## src/rtl/baud_pkg.sv

```systemverilog
// Shared constants and elaboration helpers for the UART baud timing source.
package baud_pkg;

  localparam int unsigned RATE_SEL_W = 2;

  typedef logic [RATE_SEL_W-1:0] rate_sel_t;

  // Phase increment rounded to nearest: round(baud*os*2^width/clock).
  function automatic longint unsigned baud_inc(input int unsigned clock,
                                               input int unsigned baud,
                                               input int unsigned os,
                                               input int unsigned width);
    longint unsigned num;
    num = (64'(baud) * 64'(os)) << width;
    return (num + 64'(clock / 2)) / 64'(clock);
  endfunction

  function automatic bit os_legal(input int unsigned os);
    return (os >= 4) && ((os & (os - 1)) == 0);
  endfunction

endpackage

```

## src/rtl/baud_nco.sv

```systemverilog
// Fractional phase accumulator; os_tick is the registered carry-out.
module baud_nco
  import baud_pkg::*;
#(
  parameter int unsigned         ACC_WIDTH = 24,
  parameter logic [ACC_WIDTH-1:0] INC0     = '0,
  parameter logic [ACC_WIDTH-1:0] INC1     = '0,
  parameter logic [ACC_WIDTH-1:0] INC2     = '0,
  parameter logic [ACC_WIDTH-1:0] INC3     = '0
) (
  input  logic      Clock,
  input  logic      reset,
  input  logic      enable,
  input  logic      clear,
  input  rate_sel_t rate_sel,
  output logic      carry,
  output logic      os_tick
);

  logic [ACC_WIDTH-1:0] acc;
  logic [ACC_WIDTH-1:0] inc;
  logic [ACC_WIDTH:0]   sum;

  always_comb begin
    inc = INC0;
    case (rate_sel)
      2'd1:    inc = INC1;
      2'd2:    inc = INC2;
      2'd3:    inc = INC3;
      default: inc = INC0;
    endcase
  end

  assign sum = {1'b0, acc} + {1'b0, inc};
  // Carry that will appear on os_tick after this edge; lets the parent register strobes aligned with it.
  assign carry = enable & ~clear & sum[ACC_WIDTH];

  always_ff @(posedge Clock) begin
    if (reset || clear) begin
      acc     <= '0;
      os_tick <= 1'b0;
    end else if (enable) begin
      acc     <= sum[ACC_WIDTH-1:0];
      os_tick <= sum[ACC_WIDTH];
    end else begin
      os_tick <= 1'b0;
    end
  end

endmodule

```

## src/rtl/baud_tick_gen.sv

```systemverilog
// Baud timing source: NCO oversample strobe, TX bit strobe, re-phasable RX mid-bit strobe, baud_clk.
module baud_tick_gen
  import baud_pkg::*;
#(
  parameter int unsigned CLOCK_RATE = 25000000,
  parameter int unsigned BAUD0      = 57600,
  parameter int unsigned BAUD1      = 9600,
  parameter int unsigned BAUD2      = 19200,
  parameter int unsigned BAUD3      = 115200,
  parameter int unsigned OVERSAMPLE = 16,
  parameter int unsigned ACC_WIDTH  = 24
) (
  input  logic                  Clock,
  input  logic                  reset,
  input  logic                  enable,
  input  logic [RATE_SEL_W-1:0] rate_sel,
  input  logic                  rx_sync,
  output logic                  os_tick,
  output logic                  tx_tick,
  output logic                  rx_tick,
  output logic                  baud_clk
);

  localparam int unsigned CNT_W = $clog2(OVERSAMPLE);
  localparam logic [CNT_W-1:0] CNT_LAST = CNT_W'(OVERSAMPLE - 1);
  localparam logic [CNT_W-1:0] CNT_HALF = CNT_W'(OVERSAMPLE / 2 - 1);

  localparam logic [ACC_WIDTH-1:0] INC0 = ACC_WIDTH'(baud_inc(CLOCK_RATE, BAUD0, OVERSAMPLE, ACC_WIDTH));
  localparam logic [ACC_WIDTH-1:0] INC1 = ACC_WIDTH'(baud_inc(CLOCK_RATE, BAUD1, OVERSAMPLE, ACC_WIDTH));
  localparam logic [ACC_WIDTH-1:0] INC2 = ACC_WIDTH'(baud_inc(CLOCK_RATE, BAUD2, OVERSAMPLE, ACC_WIDTH));
  localparam logic [ACC_WIDTH-1:0] INC3 = ACC_WIDTH'(baud_inc(CLOCK_RATE, BAUD3, OVERSAMPLE, ACC_WIDTH));

  if (!os_legal(OVERSAMPLE)) begin : g_bad_oversample
    $error("baud_tick_gen: OVERSAMPLE must be a power of two and at least 4");
  end

  rate_sel_t        rate_sel_q;
  logic             rate_chg;
  logic             carry;
  logic [CNT_W-1:0] tx_cnt;
  logic [CNT_W-1:0] rx_cnt;
  logic             rx_armed;

  assign rate_chg = (rate_sel != rate_sel_q);

  baud_nco #(
    .ACC_WIDTH (ACC_WIDTH),
    .INC0      (INC0),
    .INC1      (INC1),
    .INC2      (INC2),
    .INC3      (INC3)
  ) u_nco (
    .Clock    (Clock),
    .reset    (reset),
    .enable   (enable),
    .clear    (rate_chg),
    .rate_sel (rate_sel_q),
    .carry    (carry),
    .os_tick  (os_tick)
  );

  // Strobes are registered from the NCO's pending carry so they land in the same cycle as os_tick.
  always_ff @(posedge Clock) begin
    rate_sel_q <= rate_sel;
    if (reset || rate_chg) begin
      tx_cnt   <= '0;
      rx_cnt   <= '0;
      rx_armed <= 1'b0;
      tx_tick  <= 1'b0;
      rx_tick  <= 1'b0;
      baud_clk <= 1'b0;
    end else if (!enable) begin
      tx_tick <= 1'b0;
      rx_tick <= 1'b0;
    end else begin
      tx_tick <= carry && (tx_cnt == CNT_LAST);
      if (carry) begin
        tx_cnt <= tx_cnt + CNT_W'(1);
        if (tx_cnt == CNT_LAST || tx_cnt == CNT_HALF)
          baud_clk <= ~baud_clk;
      end
      rx_tick <= 1'b0;
      if (rx_sync) begin
        rx_cnt   <= '0;
        rx_armed <= 1'b1;
      end else if (carry && rx_armed) begin
        rx_cnt  <= rx_cnt + CNT_W'(1);
        rx_tick <= (rx_cnt == CNT_HALF);
      end
    end
  end

endmodule
```

## config.mk

```make
export PLATFORM = sky130hd
export DESIGN_NAME = baud_tick_gen
export DESIGN_NICKNAME = d
export VERILOG_FILES = /design/src/rtl/baud_pkg.sv /design/src/rtl/baud_nco.sv /design/src/rtl/baud_tick_gen.sv
export SDC_FILE = /design/constraint.sdc
export NUM_CORES = 1
export LEC_CHECK = 0
export ABC_AREA = 1
export BUFFER_PORTS_ARGS = -buffer_cell sky130_fd_sc_hd__clkbuf_2
export CORE_AREA = 4 4 79 81
export CTS_CLUSTER_SIZE = 10
export DETAILED_ROUTE_END_ITERATION = 8
export DIE_AREA = 0 0 83 85
export GPL_TIMING_DRIVEN = 0
export HOLD_SLACK_MARGIN = 0.08
export PLACE_DENSITY = 0.75
export SLEW_MARGIN = 10
export SYNTH_ARGS = -nofsm -noshare
export SYNTH_HDL_FRONTEND = slang
export SYNTH_SLANG_ARGS = --single-unit
```

## constraint.sdc

```tcl
create_clock -name Clock -period 2.4 [get_ports Clock]
set_clock_uncertainty 0.2 [all_clocks]
set_input_delay 0 -clock Clock [delete_from_list [all_inputs] [get_ports Clock]]
set_output_delay 0 -clock Clock [all_outputs]
set_load 0.02 [all_outputs]
```

After elaboration in Yosys (flattened, before gate mapping)
Cells that the tools add are included.

Register bits: 39. Input port bits: 6. Word-level logic and storage cells: 39.

Add/subtract/negate cells: 3. Eq/ne operators: 7. Muxes and demuxes: 3. Bitwise operators: 6. Reduce and logical (&&, ||, !) cells: 11.

Operators with widths (number): 21-bit one-hot mux with 3 select lines (1); 24-bit by 21-bit adder with 25-bit output (1); 4-bit by 1-bit adder with 4-bit output (second input constant) (2); 4-bit by 3-bit == test with 1-bit output (second input constant) (2); 4-bit two-way mux (2); 2-bit AND reduction (3); 2-bit == test (second input constant) (2); 4-bit == test (second input constant) (1); 1-bit NOT (4); 4-bit OR reduction (1); 3-bit AND reduction (1); 1-bit bitwise AND (2); 2-bit by 1-bit == test with 1-bit output (second input constant) (1); 1-bit logical AND (2); 1-bit logical OR (2); 2-bit inequality test (1); 2-bit nonzero test (1); 2-bit OR reduction (1).

Longest topological paths before layout
Gate-level depths: netlist (run 1).

Word-level depth: 7. Depth in mapped cells: 18. Mapped depth without buffers: 18.

Cells and area by module
A second synthesis (run 1) with hierarchy kept.

Cells, all modules: 450. Area total of the unflattened synthesis: 2971.6 um2.

By module, submodules not included: baud_nco (times used 1, cells an instance 361, area each 2293.4 um2, seq. area each 500.5 um2); baud_tick_gen (times used 1, cells an instance 89, area each 678.2 um2, seq. area each 280.3 um2).

Least setup slack after synthesis (run 1)
OpenSTA, ideal clock, no wires.

Kind: flip-flop to flip-flop. Start: register rate_sel_q[0]. End: register u_nco.acc[14]. Setup time: 0.113 ns. Arrival: 2.091 ns. Required time: 2.087 ns. Setup slack: -0.004 ns. Stages on the path, launching flop included: 17. Path buffers: 0. Cells stage by stage: dfxtp_1 inv_1 ha_1 inv_1 ha_1 inv_1 ha_1 inv_1 nand2_1 nand2_1 nand2_1 o21ai_1 nand2_1 o21bai_1 nor2_1 o21ai_1 inv_1.

Longest elaborated chain between the ends: 3. Elaborated cells on any way between the ends: 7.

RTL lines: start, declared (RTL line baud_tick_gen.sv:37) `rate_sel_t rate_sel_q;`; start signal, assigned (RTL line baud_tick_gen.sv:64) `rate_sel_q <= rate_sel;`; 2-bit == test or 2-bit by 1-bit == test with 1-bit output (tied branches) (RTL line baud_nco.sv:26) `case (rate_sel)`; 21-bit one-hot mux with 3 select lines (RTL line baud_nco.sv:26); 24-bit by 21-bit adder with 25-bit output (RTL line baud_nco.sv:34) `assign sum = {1'b0, acc} + {1'b0, inc};`; end signal, assigned (RTL line baud_nco.sv:43) `acc <= sum[ACC_WIDTH-1:0];`; end, declared (RTL line baud_nco.sv:20) `logic [ACC_WIDTH-1:0] acc;`.

Several ways; a longest one is shown, not always the timed one. A chain may end at the register's enable or synchronous reset.

Worst setup path in the final report (run 1)
Start: register rate_sel_q[0]. End: register tx_cnt[2].

Longest elaborated chain between the ends: 5. Elaborated cells on any way between the ends: 11.

RTL lines: 2-bit == test, or another cell as far along (RTL line baud_nco.sv:26); 21-bit one-hot mux with 3 select lines or 1-bit NOT (tied branches) (RTL line baud_nco.sv:26, baud_nco.sv:36); 24-bit by 21-bit adder with 25-bit output or 1-bit bitwise AND (tied branches) (RTL line baud_nco.sv:34, baud_nco.sv:36); 1-bit bitwise AND (RTL line baud_nco.sv:36) `assign carry = enable & ~clear & sum[ACC_WIDTH];`; 2-bit AND reduction (no line); end signal, assigned (RTL line baud_tick_gen.sv:78) `tx_cnt <= tx_cnt + CNT_W'(1);`; end, declared (RTL line baud_tick_gen.sv:40) `logic [CNT_W-1:0] tx_cnt;`.

Several ways; a longest one is shown, not always the timed one.

==> results.ini, run 1 <==
[floorplanning]
die-area_um2 = 7060
coreArea_um2 = 5470
std_cell_rows = 27
start_util = 0.560
ios = 10
die_height_um = 85
die_w_um = 83

[placed_design]
place.gp.congestion = 1.08
hpwl_mm = 5.97
numPortBuffers = 9
pre_cts_ws_ps = -505

[clock_network]
cts_tree = yes
cts-htree-levels = 2
numCtsBuffers = 5
clk_latency_ps = 300
clock_path_buffers = 2
root_buffer = clkbuf_8
clk_pin_slew_ps = 80
clock_sinks = 39

[logic_synthesis]
synthesis.area_um2 = 3070
synth_top_family_by_area = simple AND/OR/NAND/NOR gates
syn_area_per_cell_um2 = 6.29
synth-simple-area-share = 0.364
ys_seq_area_frac = 0.255
synth_nets = 520
synthTopCellsByArea = dfxtp_1 (25%), nand2_1 (13%), ha_1 (11%)
ys_ff_latch = 39
synth_cells = 487
muxShareOfSynthArea = 0
synthAdderAreaFrac = 0.110
ys_async_sr_fraction = 0
synthFlopType = dfxtp_1
synth_compound_area_frac = 0.127
synth_xor_area_frac = 0.0400
synth_cell_types = 31
yosysWarnings = 0
yosysTopAreaCell = dfxtp_1
netlist.area_leader.share = 0.255
synth_edf_count = 0

[layout]
area_growth_pct = 29.0
diodes = 0
fin_util = 0.723
nNetsFinal = 562
drive_above_1_share = 0.259

[run_status]
violations = negative setup slack
status = finished with violations

[drt]
wl_met3_um = 527
drt-met1-wl_mm = 3.70
wire_per_inst_um = 15.3
vias = 3428
drt-pass1-iter-count = 8
drc = 0
postRouteAntennaNets = 0
drt-vias-per-instance = 5.70
top_layer = met4
dr_wl_met2_mm = 4.56
drtIter0Drc = 349
wl_mm = 9.17

[timing]
fin_crit_ps = 2520
tns_ps = -1160
drv_slew = 0
fmaxAchievable_ghz = 0.397
finalHoldViolCount = 0
setup_viol = 17
worst_pin_slew_ps = 658
fin_crit_sh = 1.05
worst_slack_ps = -121
relSlewSlack = 0.561
rsz0062_at_grt = yes

[job]
cap_violations = 0

[global_routing]
grt_pass1_vias = 3254
track_usage = 0.251
overflow = 0
grt_pass1_wl_mm = 14.5
antenna_found_initial = 0
grt_max_degree = 13

[setup_path]
end_kind = register
critPathLaunchType = register
critPathKind = register to register
cp.arrival_ps = 2550
crit_fanout = 5
worstPathRequired_ps = 2430

[hold_path]
hp-class = input pin to register

[power]
p_leak_nw = 1.86
ir_drop_uv = 364
power.total_mw = 1.74
power_density_nw_per_um2 = 441

cell usage in the layout (no fill, tap or decap), types with 6 or more instances in the layout:
master,instances
nand2_2,23
inv_1,64
ha_4,15
clkbuf_2,9
inv_2,6
nand3_1,36
nor2_2,8
a21oi_2,12
o21ai_1,7
nor2_1,62
nand2_4,6
clkbuf_1,7
xor2_1,10
nand2_1,87
a21oi_1,26
dfxtp_1,37
o21ai_0,16
ha_1,9
buf_4,20
nand4_1,9
timing repair:
action                     CTS  global route
hold buffers                 5             0
pin swaps                   16            29
hold endpoints to repair    16             0
cloned                       0             0
setup endpoints to repair   31            29
resized for setup           58            53
buffers inserted            12             9
through the flow:
stage / hold WS [ps] / std cells / area, um2
6_report: 178 / 601 / 3960
5_1_grt: 177 / 601 / 3960
4_1_cts: 164 / 592 / 3710
3_5_place_dp: -65.4 / 568 / 3200
3_3_place_gp: -72.1 / 568 / 3200
2_1_floorplan: -172 / 487 / 3070
report_power, final:
part	switching, mW	total, mW	internal (mW)
registers	0.0190	0.681	0.662
logic	0.307	0.501	0.194
clock network	0.256	0.561	0.304
state kept, by name (all words and copies together) (netlist names):
register,count
u_nco.acc,24
rx_cnt,4
tx_cnt,4
rate_sel_q,2
baud_clk,1
rx_armed,1
rx_tick,1
tx_tick,1
u_nco.os_tick,1
metal layers:
layer  vias up  GRT usage
met3        38     0.0379
met5         -          0
met4         0      0.119
met1      1593      0.288
li1       1649          -
met2       148      0.455
path summary, 6_finish.rpt:
check / slack, ps / endpoint / cells after the start / startpoint
worst max-delay path: -120 / tx_cnt[2]$_SDFFE_PP0P_ / 15 / rate_sel_q[0]$_DFF_P_
worst min register to register: 300 / baud_clk$_SDFFE_PP0P_ / 2 / baud_clk$_SDFFE_PP0P_
worst max register to register: -120 / tx_cnt[2]$_SDFFE_PP0P_ / 15 / rate_sel_q[0]$_DFF_P_
worst min-delay path: 180 / rate_sel_q[1]$_DFF_P_ / 2 / rate_sel[1]
cells in the mapped netlist (all sizes together), types with 3 or more instances:
master	instances
nor2	74
or2	3
a21oi	41
inv	75
clkbuf	7
ha	27
dfxtp	39
nand2	116
o21ai	25
nand4	9
xor2	11
nand3	39
nor3	6
xnor2	3
logic make-up (layout without fill, tap and decap cells):
group                    after synthesis  in the layout
AO/OA/AOI/OAI                         73             73
XOR/XNOR                              14             14
adder cells (fa/ha/maj)               27             27
buffers and inverters                 84            126
flip-flops                            39             39
AND/OR/NAND/NOR                      250            250
area by class of cell:
class / instances / area [um2]
multi-input cells: 364 / 2370
fillers: 426 / 1520
flip-flops and latches: 39 / 788
inverters: 76 / 313
repair buffers: 35 / 256
well taps: 72 / 90.1
clock buffers: 5 / 68.8
clock inverters: 2 / 37.5
plain buffers: 8 / 30.0
critical path, cell delays in order, from the launching register on:
cell     delay [ps]
dfxtp_4         430
inv_6            60
ha_4            180
inv_2            90
nand2_2          70
ha_4            240
nand2_1          70
nand2_1          80
a21oi_2         230
nand2_2         140
nand2_2         110
nand3_4         110
nand2_4         120
buf_4           120
nand2_1          40
a21oi_1         140
Note: power is estimated with default switching activity, not from simulation.
==> inputs of run 2 (changes only) <==
--- a/config.mk
+++ b/config.mk
@@ -7,10 +7,10 @@
 export LEC_CHECK = 0
 export ABC_AREA = 1
 export BUFFER_PORTS_ARGS = -buffer_cell sky130_fd_sc_hd__clkbuf_2
-export CORE_AREA = 4 4 79 81
+export CORE_AREA = 4 4 93 69
 export CTS_CLUSTER_SIZE = 10
 export DETAILED_ROUTE_END_ITERATION = 8
-export DIE_AREA = 0 0 83 85
+export DIE_AREA = 0 0 97 73
 export GPL_TIMING_DRIVEN = 0
 export HOLD_SLACK_MARGIN = 0.08
 export PLACE_DENSITY = 0.75
==> results.ini, run 2 (synthesis results as in run 1) <==
[setup_path]
end_kind = register  ; unchanged
critPathLaunchType = register  ; unchanged
reg2reg_from = rate_sel_q[0]$_DFF_P_  ; unchanged
cp.arrival_ps = 2440  ; was 2550 ps
critPathKind = register to register  ; unchanged
crit_fanout = 6  ; was 5
startpoint = rate_sel_q[0]$_DFF_P_  ; unchanged
worstPathRequired_ps = 2380  ; was 2430 ps

[hold_path]
hp-class = input pin to register  ; unchanged
min_from = rate_sel[1]  ; unchanged

[power]
p_comb_frac = 0.288  ; about the same
switching_share = 0.339  ; was 0.334
ir_drop_uv = 351  ; was 364 uV
p_leak_nw = 1.87  ; was 1.86 nW
seqPwrFrac = 0.386  ; was 0.391
intPower_mw = 1.17  ; was 1.16 mW
power_density_nw_per_um2 = 443  ; was 441 nW/um2
power_frac_clock = 0.327  ; was 0.322
p_switching_mw = 0.600  ; was 0.583 mW

[layout]
seq_area_um2 = 788  ; unchanged
reg_top3 = u_nco.acc (24), rx_cnt (4), tx_cnt (4)  ; unchanged
diodes = 0  ; unchanged
area_growth_pct = 30.0  ; was 29.0%
layout_common_cells = nand2_1 (82), inv_1 (66), nor2_1 (62), dfxtp_1 (37), nand3_1 (32)  ; was nand2_1 (87), inv_1 (64), nor2_1 (62), dfxtp_1 (37), nand3_1 (36)
fillers = 443  ; was 426
largest_reg_flops = 24  ; unchanged
top_register = u_nco.acc  ; unchanged
drive_above_1_share = 0.270  ; was 0.259
layout_commonest_cell = nand2_1  ; unchanged
multiInputGateArea_um2 = 2420  ; was 2370 um2
nNetsFinal = 558  ; was 562
fin_util = 0.718  ; was 0.723

[floorplanning]
std_cell_rows = 23  ; was 27
start_util = 0.552  ; was 0.560
coreArea_um2 = 5550  ; was 5470 um2
ios = 10  ; unchanged
die_w_um = 97  ; was 83 um
die_height_um = 73  ; was 85 um
die-area_um2 = 7080  ; was 7060 um2

[timing]
relSlewSlack = 0.587  ; was 0.561
timing.hold.ws_ps = 158  ; was 178 ps
finalHoldViolCount = 0  ; unchanged
worst_pin_slew_ps = 619  ; was 658 ps
fin_crit_ps = 2460  ; was 2520 ps
drv_slew = 0  ; unchanged
fmaxAchievable_ghz = 0.406  ; was 0.397 GHz
fin_crit_sh = 1.03  ; was 1.05
setup_viol = 15  ; was 17
rsz0062_at_grt = yes  ; unchanged
worst_slack_ps = -64.0  ; was -121 ps

[job]
cap_violations = 0  ; unchanged

[global_routing]
overflow = 0  ; unchanged
track_usage = 0.248  ; was 0.251
antenna_found_initial = 0  ; unchanged
grt_pass1_wl_mm = 14.1  ; was 14.5 mm
grt_pass1_vias = 2996  ; was 3254
grt_max_degree = 14  ; was 13

[clock_network]
cts_tree = yes  ; unchanged
clock_sinks = 39  ; unchanged
clock_path_buffers = 2  ; unchanged
root_buffer = clkbuf_8  ; unchanged
numCtsBuffers = 5  ; unchanged
clk_latency_ps = 310  ; was 300 ps
clk_pin_slew_ps = 80  ; about the same
cts-htree-levels = 2  ; unchanged

[drt]
drt-pass1-iter-count = 5  ; was 8
drtIter0Drc = 204  ; was 349
vias = 3324  ; was 3428
wire_per_inst_um = 15.1  ; was 15.3 um
postRouteAntennaNets = 0  ; unchanged
drc = 0  ; unchanged
drt-vias-per-instance = 5.53  ; was 5.70
wl_mm = 9.10  ; was 9.17 mm

[run_status]
status = finished with violations  ; unchanged
violations = negative setup slack  ; unchanged

[placed_design]
hpwl_mm = 6.35  ; was 5.97 mm
place.gp.congestion = 0.952  ; was 1.08
numPortBuffers = 9  ; unchanged

[run 2: cell count changes in the layout (fill, tap and decap cells not counted), sizes merged]
cell	change
buf	-4
clkinv	+2
clkinvlp	-1
[run 2: through the flow]
stage	setup slack, ps	power (mW)	cell area, um2	TNS, ps	std cells
6_report	-64.0	1.77	3990	-334	601
5_1_grt	-171	1.85	3990	-3120	601
4_1_cts	0.830	1.68	3710	0	593
3_5_place_dp	-595	1.04	3210	-12410	571
3_3_place_gp	-526	1.04	3210	-12300	571
2_1_floorplan	25.1	0.955	3070	0	487
[run 2: power groups by stage]
stage,combinational [mW],sequential [mW],clock [mW]
final,0.509,0.681,0.577
after CTS,0.425,0.679,0.580
after global placement,0.346,0.690,0
after detailed placement,0.350,0.690,0
after floorplan,0.268,0.687,0
after global routing,0.555,0.683,0.612
[run 2: final cells by class]
cell class                      instances  area share
Buffer                                  8     0.00753
Inverter                               76      0.0791
Clock buffer                            5      0.0173
Multi-Input combinational cell        364       0.608
Sequential cell                        39       0.198
Tap cell                               75      0.0235
Timing Repair Buffer                   31      0.0559
Clock inverter                          3      0.0110
[run 2: worst max-delay path, cell delays in order, from the launching register on]
cell      delay (ps)
dfxtp_4          430
inv_6             70
ha_4             190
inv_4             70
nand2_2           70
ha_4             270
nand2_2           70
nand2_2           80
a21oi_4          210
nand2_4          100
nand2_4           80
nand3_4          110
nand2_4          130
clkinv_4          90
nand3_1           90
a21oi_2           60
[run 2: path summary, 6_finish.rpt]
| kind | end | slack, ps | depth (start not counted) |
|---|---|---|---|
| max | baud_clk$_SDFFE_PP0P_ | -60 | 15 |
| min | rate_sel_q[1]$_DFF_P_ | 160 | 2 |
| max reg2reg | baud_clk$_SDFFE_PP0P_ | -60 | 15 |
| min reg2reg | baud_clk$_SDFFE_PP0P_ | 290 | 2 |
[run 2: timing repair]
item                                    4_1_cts  5_1_grt
endpoints found under the setup margin       32       31
hold buffers                                  5        0
hold endpoints to repair                     15        0
buffers inserted                              9        8
pin swaps                                    12       27
gates resized for setup                      65       63
[run 2: layer usage]
layer / part of all wire / wire, um / track usage
met1: 0.46 / 4190 / 0.328
met2: 0.47 / 4320 / 0.424
met3: 0.052 / 470 / 0.0497
met4: 0.013 / 114 / 0.0514
met5: 0 / 0 / 0
==> inputs of run 3 (changes only) <==
--- a/config.mk
+++ b/config.mk
@@ -7,13 +7,12 @@
 export LEC_CHECK = 0
 export ABC_AREA = 1
 export BUFFER_PORTS_ARGS = -buffer_cell sky130_fd_sc_hd__clkbuf_2
-export CORE_AREA = 4 4 93 69
+export CORE_AREA = 4 4 138 100
 export CTS_CLUSTER_SIZE = 10
 export DETAILED_ROUTE_END_ITERATION = 8
-export DIE_AREA = 0 0 97 73
+export DIE_AREA = 0 0 142 104
 export GPL_TIMING_DRIVEN = 0
 export HOLD_SLACK_MARGIN = 0.08
-export PLACE_DENSITY = 0.75
 export SLEW_MARGIN = 10
 export SYNTH_ARGS = -nofsm -noshare
 export SYNTH_HDL_FRONTEND = slang
==> constraint.sdc (replaced) <==
create_clock -name Clock -period 2.79 [get_ports Clock]
set_clock_uncertainty 0.2 [all_clocks]
set_input_delay 0 -clock Clock [delete_from_list [all_inputs] [get_ports Clock]]
set_output_delay 0 -clock Clock [all_outputs]
set_load 0.02 [all_outputs]
==> results.ini, run 3 (synthesis results as in run 1) <==
[floorplanning]
std_cell_rows = 34  ; was 23
start_util = 0.248  ; was 0.552
coreArea_um2 = 12400  ; was 5550 um2
die-area_um2 = 14800  ; was 7080 um2
die_w_um = 142  ; was 97 um
ios = 10  ; unchanged
die_height_um = 104  ; was 73 um

[hold_path]
hp-class = input pin to register  ; unchanged

[job]
cap_violations = 0  ; unchanged

[power]
ir_drop_uv = 227  ; was 351 uV
p_leak_nw = 1.76  ; was 1.87 nW
power_density_nw_per_um2 = 441  ; was 443 nW/um2

[drt]
wl_mm = 8.53  ; was 9.10 mm
drt-vias-per-instance = 4.56  ; was 5.53
wire_per_inst_um = 12.6  ; was 15.1 um
postRouteAntennaNets = 0  ; unchanged
drt-pass1-iter-count = 5  ; unchanged
drc = 0  ; unchanged
drtIter0Drc = 212  ; was 204
vias = 3071  ; was 3324

[clock_network]
clk_latency_ps = 300  ; was 310 ps
clk_pin_slew_ps = 70  ; was 80 ps
cts_tree = yes  ; unchanged
clock_sinks = 39  ; unchanged
numCtsBuffers = 5  ; unchanged
cts-htree-levels = 2  ; unchanged
clock_path_buffers = 2  ; unchanged
root_buffer = clkbuf_16  ; was clkbuf_8

[layout]
reg_top3 = u_nco.acc (24), rx_cnt (4), tx_cnt (4)  ; unchanged
fin_util = 0.301  ; was 0.718
final_cell_count_no_fill = 674  ; was 601
drive_above_1_share = 0.143  ; was 0.270
nNetsFinal = 544  ; was 558
area_growth_pct = 21.8  ; was 30.0%
layout_common_cells = nand2_1 (99), inv_1 (72), nor2_1 (67), dfxtp_1 (37), nand3_1 (36)  ; was nand2_1 (82), inv_1 (66), nor2_1 (62), dfxtp_1 (37), nand3_1 (32)
diodes = 0  ; unchanged
top_register = u_nco.acc  ; unchanged
layout_commonest_cell = nand2_1  ; unchanged
largest_reg_flops = 24  ; unchanged

[setup_path]
end_kind = register  ; unchanged
startpoint = rate_sel_q[1]$_DFF_P_  ; was rate_sel_q[0]$_DFF_P_
critPathLaunchType = register  ; unchanged
ff2ff_path_depth = 13  ; was 15
cp.arrival_ps = 2690  ; was 2440 ps
critPathKind = register to register  ; unchanged
timing.reg2reg.setup_slack_ps = 90  ; was -60 ps
worstPathRequired_ps = 2790  ; was 2380 ps
reg2reg_to = u_nco.acc[21]$_SDFFE_PP0P_  ; was baud_clk$_SDFFE_PP0P_
reg2reg_from = rate_sel_q[1]$_DFF_P_  ; was rate_sel_q[0]$_DFF_P_
crit_fanout = 6  ; unchanged
cp-endpoint = u_nco.acc[21]$_SDFFE_PP0P_  ; was baud_clk$_SDFFE_PP0P_

[timing]
fin_crit_ps = 2700  ; was 2460 ps
drv_slew = 0  ; unchanged
worst_pin_slew_ps = 641  ; was 619 ps
relSlewSlack = 0.573  ; was 0.587
setup_viol = 0  ; was 15
finalHoldViolCount = 0  ; unchanged
fin_crit_sh = 0.966  ; was 1.03
fmaxAchievable_ghz = 0.371  ; was 0.406 GHz

[global_routing]
grt_max_degree = 14  ; unchanged
grt_pass1_vias = 2801  ; was 2996
use_met2 = 0.147  ; was 0.424
overflow = 0  ; unchanged
track_usage = 0.117  ; was 0.248
busiest_layer = met1  ; was met2
use_met3 = 0.0349  ; was 0.0497
grt_pass1_wl_mm = 14.0  ; was 14.1 mm
use_met1 = 0.189  ; was 0.328
antenna_found_initial = 0  ; unchanged

[run_status]
status = finished, final reports clean  ; was finished with violations

[placed_design]
place_inst = 658  ; was 571
place.gp.congestion = 0.936  ; was 0.952
numPortBuffers = 9  ; unchanged
hpwl_mm = 6.59  ; was 6.35 mm

run 3: how the worst min path moves through the flow:
stage / end / cells after the start / start / slack, ps
floorplan: rate_sel_q[0]$_DFF_P_ / 0 / rate_sel[0] / -170
global placement: rate_sel_q[1]$_DFF_P_ / 1 / rate_sel[1] / -70
detailed placement: rate_sel_q[1]$_DFF_P_ / 1 / rate_sel[1] / -70
CTS: rate_sel_q[1]$_DFF_P_ / 2 / rate_sel[1] / 160
global route: rate_sel_q[1]$_DFF_P_ / 2 / rate_sel[1] / 200
finish: rate_sel_q[1]$_DFF_P_ / 2 / rate_sel[1] / 170
run 3: metal layers:
layer / vias up / share of wire
met3: 7 / 0.082
li1: 1610 / -
met5: - / 0
met2: 88 / 0.37
met1: 1366 / 0.54
met4: 0 / 0.0093
run 3: what timing repair did:
item | in CTS | in global routing
gates resized for setup | 7 | 35
hold endpoints to repair | 16 | 0
buffers inserted | 0 | 3
hold buffers | 5 | 0
pin swaps | 0 | 5
endpoints found under the setup margin | 21 | 26
run 3: area by class of cell:
class	count	area, um2
fill	1382	8650
multi-input combinational	364	2130
sequential	39	788
inverter	76	290
tap	162	203
clock buffer	6	139
timing repair buffer	17	118
clock inverter	2	38.8
buffer	8	30.0
run 3: metrics by stage:
step	power [mW]	TNS, ps	hold WS [ps]	instance area (um2)	worst slack [ps]
floorplan	0.821	0	-172	3070	386
global placement	0.898	-1870	-66.4	3310	-288
detailed placement	0.898	-1830	-66.5	3310	-271
CTS	1.62	0	163	3560	8.20
global route	1.73	-65.8	197	3730	-54.1
finish	1.65	0	174	3730	94.2
run 3: where the power goes:
part | total (mW) | leakage (nW) | switching [mW] | internal [mW]
logic | 0.355 | 1.35 | 0.230 | 0.125
clock network | 0.707 | 0.0875 | 0.257 | 0.450
registers | 0.583 | 0.317 | 0.0128 | 0.570
run 3: worst max-delay path: stages (launching register included):
cell and delay, ps:
dfxtp_4 360, inv_1 120, ha_1 180, inv_2 80
a21oi_4 200, ha_2 350, a21oi_1 220, o21ai_0 190
a21oi_1 230, nand2_1 120, nand2_1 80, nand2_1 70
a21oi_1 130, nor2_1 60
